<file path="config.mk">
export PLATFORM = sky130hd
export DESIGN_NAME = wb_port_arbiter
export DESIGN_NICKNAME = d
export VERILOG_FILES = /design/src/rtl/wb_port_arbiter.sv
export SDC_FILE = /design/constraint.sdc
export NUM_CORES = 1
export LEC_CHECK = 0
export BUFFER_PORTS_ARGS = -buffer_cell sky130_fd_sc_hd__buf_2
export CORE_MARGIN = 5
export CORE_UTILIZATION = 55
export CTS_CLUSTER_SIZE = 10
export DETAILED_ROUTE_END_ITERATION = 7
export GPL_ROUTABILITY_DRIVEN = 0
export HOLD_SLACK_MARGIN = 0.06
export PLACE_DENSITY = 0.9
export SKIP_CTS_REPAIR_TIMING = 1
export SYNTH_ARGS = -nofsm -noshare
export SYNTH_HDL_FRONTEND = slang
export SYNTH_SLANG_ARGS = --single-unit
</file>
<file path="constraint.sdc">
create_clock -name clk -period 7.36 [get_ports clk]
set_clock_uncertainty 0.05 [all_clocks]
set_input_delay 0 -clock clk [delete_from_list [all_inputs] [get_ports clk]]
set_output_delay 0 -clock clk [all_outputs]
set_load 0.05 [all_outputs]
</file>
<file path="src/rtl/wb_port_arbiter.sv">
// wb_port_arbiter: shares the register-file write port between the in-order
// WB stage and the out-of-order mul/div unit. MDU results wait in a small
// FIFO and drain in cycles where WB does not write. A starvation counter
// stalls WB for one cycle so buffered results always retire.
// Optional build macro WB_ARB_STATS_EN adds the stall_cycles counter output.
module wb_port_arbiter #(
    parameter int DEPTH        = 2,
    parameter int STARVE_LIMIT = 4,
    parameter int XLEN         = 32
) (
    input  logic            clk,
    input  logic            rst_n,
    input  logic            pipe_we,
    input  logic [4:0]      pipe_rd,
    input  logic [XLEN-1:0] pipe_wdata,
    input  logic            mdu_valid,
    input  logic [4:0]      mdu_rd,
    input  logic [XLEN-1:0] mdu_wdata,
    output logic            mdu_ready,
    output logic            pipe_stall,
    output logic            rf_we,
    output logic [4:0]      rf_waddr,
    output logic [XLEN-1:0] rf_wdata
`ifdef WB_ARB_STATS_EN
    ,
    output logic [31:0]     stall_cycles
`endif
);

    localparam int PTR_W = (DEPTH > 1) ? $clog2(DEPTH) : 1;
    localparam int CNT_W = PTR_W + 1;
    localparam int SC_W  = (STARVE_LIMIT > 0) ? $clog2(STARVE_LIMIT + 1) : 1;
    localparam logic [CNT_W-1:0] FULL_CNT   = CNT_W'(DEPTH);
    localparam logic [SC_W-1:0]  STARVE_MAX = SC_W'(STARVE_LIMIT);

    logic [DEPTH-1:0] ent_valid;
    logic [4:0]       ent_rd   [DEPTH];
    logic [XLEN-1:0]  ent_data [DEPTH];
    logic [PTR_W-1:0] head_ptr;
    logic [PTR_W-1:0] tail_ptr;
    logic [CNT_W-1:0] count;
    logic [SC_W-1:0]  starve_cnt;

    logic pipe_eff;
    logic head_v;
    logic stall;
    logic grant_pipe;
    logic grant_head;
    logic do_enq;

    // Arbitration: WB wins unless the FIFO head has starved for the limit.
    always_comb begin
        pipe_eff   = pipe_we && (pipe_rd != 5'd0);
        head_v     = (count != '0);
        mdu_ready  = (count != FULL_CNT);
        stall      = pipe_eff && head_v && (starve_cnt == STARVE_MAX);
        grant_pipe = pipe_eff && !stall;
        grant_head = head_v && (!pipe_eff || stall);
        do_enq     = mdu_valid && mdu_ready && (mdu_rd != 5'd0);
        pipe_stall = stall;
    end

    // FIFO bookkeeping: kill older entries overwritten by WB, pop, push.
    // The push comes last so a same-cycle entry to the killed rd survives.
    always_ff @(posedge clk or negedge rst_n) begin
        if (!rst_n) begin
            ent_valid <= '0;
            head_ptr  <= '0;
            tail_ptr  <= '0;
            count     <= '0;
        end else begin
            for (int unsigned i = 0; i < DEPTH; i++) begin
                if (grant_pipe && ent_valid[i] && (ent_rd[i] == pipe_rd))
                    ent_valid[i] <= 1'b0;
            end
            if (grant_head) begin
                ent_valid[head_ptr] <= 1'b0;
                head_ptr            <= head_ptr + PTR_W'(1);
            end
            if (do_enq) begin
                ent_valid[tail_ptr] <= 1'b1;
                tail_ptr            <= tail_ptr + PTR_W'(1);
            end
            case ({do_enq, grant_head})
                2'b10:   count <= count + CNT_W'(1);
                2'b01:   count <= count - CNT_W'(1);
                default: count <= count;
            endcase
        end
    end

    // FIFO payload storage; validity is tracked separately.
    always_ff @(posedge clk) begin
        if (do_enq) begin
            ent_rd[tail_ptr]   <= mdu_rd;
            ent_data[tail_ptr] <= mdu_wdata;
        end
    end

    // Starvation counter: counts head losses, clears on head grant or empty.
    always_ff @(posedge clk or negedge rst_n) begin
        if (!rst_n) begin
            starve_cnt <= '0;
        end else if (grant_head || !head_v) begin
            starve_cnt <= '0;
        end else if (grant_pipe && (starve_cnt != STARVE_MAX)) begin
            starve_cnt <= starve_cnt + SC_W'(1);
        end
    end

    // Registered write port; a killed head drains without writing.
    always_ff @(posedge clk or negedge rst_n) begin
        if (!rst_n) begin
            rf_we    <= 1'b0;
            rf_waddr <= '0;
            rf_wdata <= '0;
        end else begin
            rf_we <= grant_pipe || (grant_head && ent_valid[head_ptr]);
            if (grant_pipe) begin
                rf_waddr <= pipe_rd;
                rf_wdata <= pipe_wdata;
            end else if (grant_head) begin
                rf_waddr <= ent_rd[head_ptr];
                rf_wdata <= ent_data[head_ptr];
            end
        end
    end

`ifdef WB_ARB_STATS_EN
    // Saturating count of stalled cycles.
    always_ff @(posedge clk or negedge rst_n) begin
        if (!rst_n)
            stall_cycles <= '0;
        else if (stall && (stall_cycles != '1))
            stall_cycles <= stall_cycles + 32'd1;
    end
`endif

endmodule

</file>
==> impl_metrics.csv <==
group,metric,value,unit
routing,drt-total-wl,14000,um
outcome,status,"finished, final reports clean",
sta,slew-limit-headroom,18.7,%
synthesis,syn_area,5020,sq um
routing,via_count,3967,
global_routing,grt_max_degree,68,
die,coreArea,8810,sq um
min_path,hp-start,"mdu_valid",
power_and_ir_drop,power.density,414,nW/um^2
routing,drt-initial-drc-count,342,
synthesis,yosysSeqAreaShare,67.7,%
sta,worstMarginPinSlew,1220,ps
layout,syn_to_final_growth,38.7,%
placed_design,hpwl,7060,um
synthesis,synth_cell_types,30,
run,maxCapViolCount,0,
cts,cts_buffer_depth,2,
sta,hold_slack,30.6,ps
global_routing,grt_util_met3,6.30,%
global_routing,grt_usage,20.7,%
global_routing,grt_use_met2,35.7,%
setup_path,reg2regPathDepth,3,
setup_path,slowest_stage,"and2_1",
layout,final_common_cell,"buf_2",
routing,antenna_left,0,
synthesis,synth_seq_cells,121,
layout,n_fill_cell,473,
layout,final_cell_mix,"buf_2, dlygate4sd3_1, edfxtp_1, dfrtp_1",
setup_path,worstSetupEndpointType,"flip-flop",
sta,finalSetupViolCount,0,
cts,htreeDepth,4,
power_and_ir_drop,vdd_ir_drop_max,0.000296,V
setup_path,r2r_setup_slack,4460,ps
setup_path,startpoint_type,"flip-flop",
synthesis,ys.flop_type,"edfxtp_1",
routing,viasPerCell,5.89,
cts,cts_buffers,17,
routing,wire_per_inst,20.7,um
global_routing,grt_pass1_vias,3653,
sta,period_share,39.4,%
synthesis,syn_nets,449,
die,io_pins,118,
die,dieArea,11100,sq um
cts,insertion_delay,510,ps
global_routing,grt_pass1_wl,17800,um
setup_path,critPathArrivalTime,3180,ps
setup_path,r2r-end,"rf_wdata[16]",
cts,cts-root-buf,"clkbuf_8",
setup_path,endpoint,"rf_wdata[16]",
die,num_rows,34,
global_routing,grt-busiest-layer,"met2",
cts,tritoncts,"built",
setup_path,r2r_start,"count[1]",
setup_path,path_class,"reg -> reg",
power_and_ir_drop,p_leak,2.70,nW
sta,layout_min_cycle_time,2900,ps
placed_design,io_buffers,117,
synthesis,synth_edf_count,74,
min_path,hold_path_class,"in -> reg",
sta,setup_tns,0,ps
cts,clkSlewWorstSetupHoldPaths,60,ps
sta,rsz0062_at_grt,"false",
cts,clock-sinks,121,
die,floorplan.initialDensity,57.0,%
die,die_y,106,um
sta,hold_viol_final,0,
layout,diodes,0,
setup_path,crit_start,"count[1]",
routing,drt-pass1-iter-count,5,
setup_path,critPathMaxStageDelay,1060,ps
setup_path,required,7640,ps
setup_path,crit_chain,"nor2_4, and2_1, o31ai_1",
layout,layout-drive-gt1-share,28.3,%
global_routing,antenna_found_initial,0,
layout,finalNetCount,634,
synthesis,synthCells,368,
synthesis,syn_area_per_cell,13.6,sq um
sta,slew_viol_final,0,
global_routing,grt-ovfl-total,0,
sta,clock.fmax,0.345,GHz
routing,drc,0,
die,die_w,106,um
setup_path,cp_max_fo,44,
synthesis,async_flop_share,38.8,%
synthesis,ys_warn_count,0,
global_routing,use_met1,25.5,%
[where the power goes]
group | switching, mW | internal, mW | total (mW)
combinational | 0.698 | 0.269 | 0.968
clock | 0.308 | 0.482 | 0.790
sequential | 0.169 | 0.954 | 1.12
total | 1.18 | 1.71 | 2.88
[state kept, by name, indices dropped and copies added, names as in the netlist, 2 cells and up]
signal	flops
ent_rd	10
rf_wdata	32
ent_data	64
rf_waddr	5
count	2
ent_valid	2
starve_cnt	3
[synthesized netlist by cell type (2+ instances only)]
cell       n  share of area (%)
a32o_1     5                1.0
o31ai_1   33                4.9
xor2_1     6                1.0
nand3_1   34                3.4
nor2_1    37                2.8
edfxtp_1  74                 44
buf_2      7               0.70
a221o_1    6                1.2
o22ai_1    2               0.25
ha_1       3               0.75
o41ai_1    2               0.35
o211ai_1   2               0.30
clkbuf_1  16                1.2
xnor2_1   10                1.7
nor3_1     2               0.20
nor2b_1   32                4.0
inv_1      3               0.22
dfrtp_1   47                 23
a211oi_1  32                4.8
buf_6      5                1.1
[layer usage]
layer	vias up	share of wire, %
met5	-	0
met4	0	2.2
met3	36	9.8
met2	261	52
met1	1902	36
li1	1768	-
[per-stage QoR]
stage	cells	util, %	power (mW)	cell area, sq um	setup slack [ps]
6_report	674	79.0	2.88	6960	4460
5_1_grt	674	79.0	2.99	6960	4340
4_1_cts	599	70.5	2.82	6210	4600
2_1_floorplan	368	-	1.78	5020	4060
3_5_place_dp	567	64.0	2.03	5640	4650
3_3_place_gp	567	64.0	2.00	5640	4750
[critical path: cells and delay by family, from the launching register on]
family | cells | cell delay (ps)
DFF | 1 | 440
and+or+nand+nor | 2 | 1910
AOI/OAI and AO/OA | 1 | 270
[worst min-delay path by stage]
stage	cells after the start	end	slack, ps
after detailed placement	1	ent_data[0][26]	140
after floorplan	0	count[0]	-350
final	3	tail_ptr	30
after CTS	1	ent_data[0][4]	-390
after global placement	1	ent_data[0][29]	140
after global routing	3	tail_ptr	70
[cell type report]
cell class | instances | area (sq um) | share of cell area (%)
clock buffers | 18 | 418 | 6.01
clock inverters | 14 | 150 | 2.16
inverters | 3 | 11.3 | 0.162
multi-input cells | 216 | 1490 | 21.4
flip-flops and latches | 121 | 3400 | 48.9
well taps | 108 | 135 | 1.94
repair buffers | 194 | 1350 | 19.4
[kinds of logic after synthesis]
group	after synthesis	share of synthesized area [%]
xor+xnor	16	2.79
simple gates	113	11.7
buf+inv	31	3.24
fa+ha+maj	3	0.748
flops	121	67.7
compound gates	84	13.8
Power figures use the tool's default switching activity.
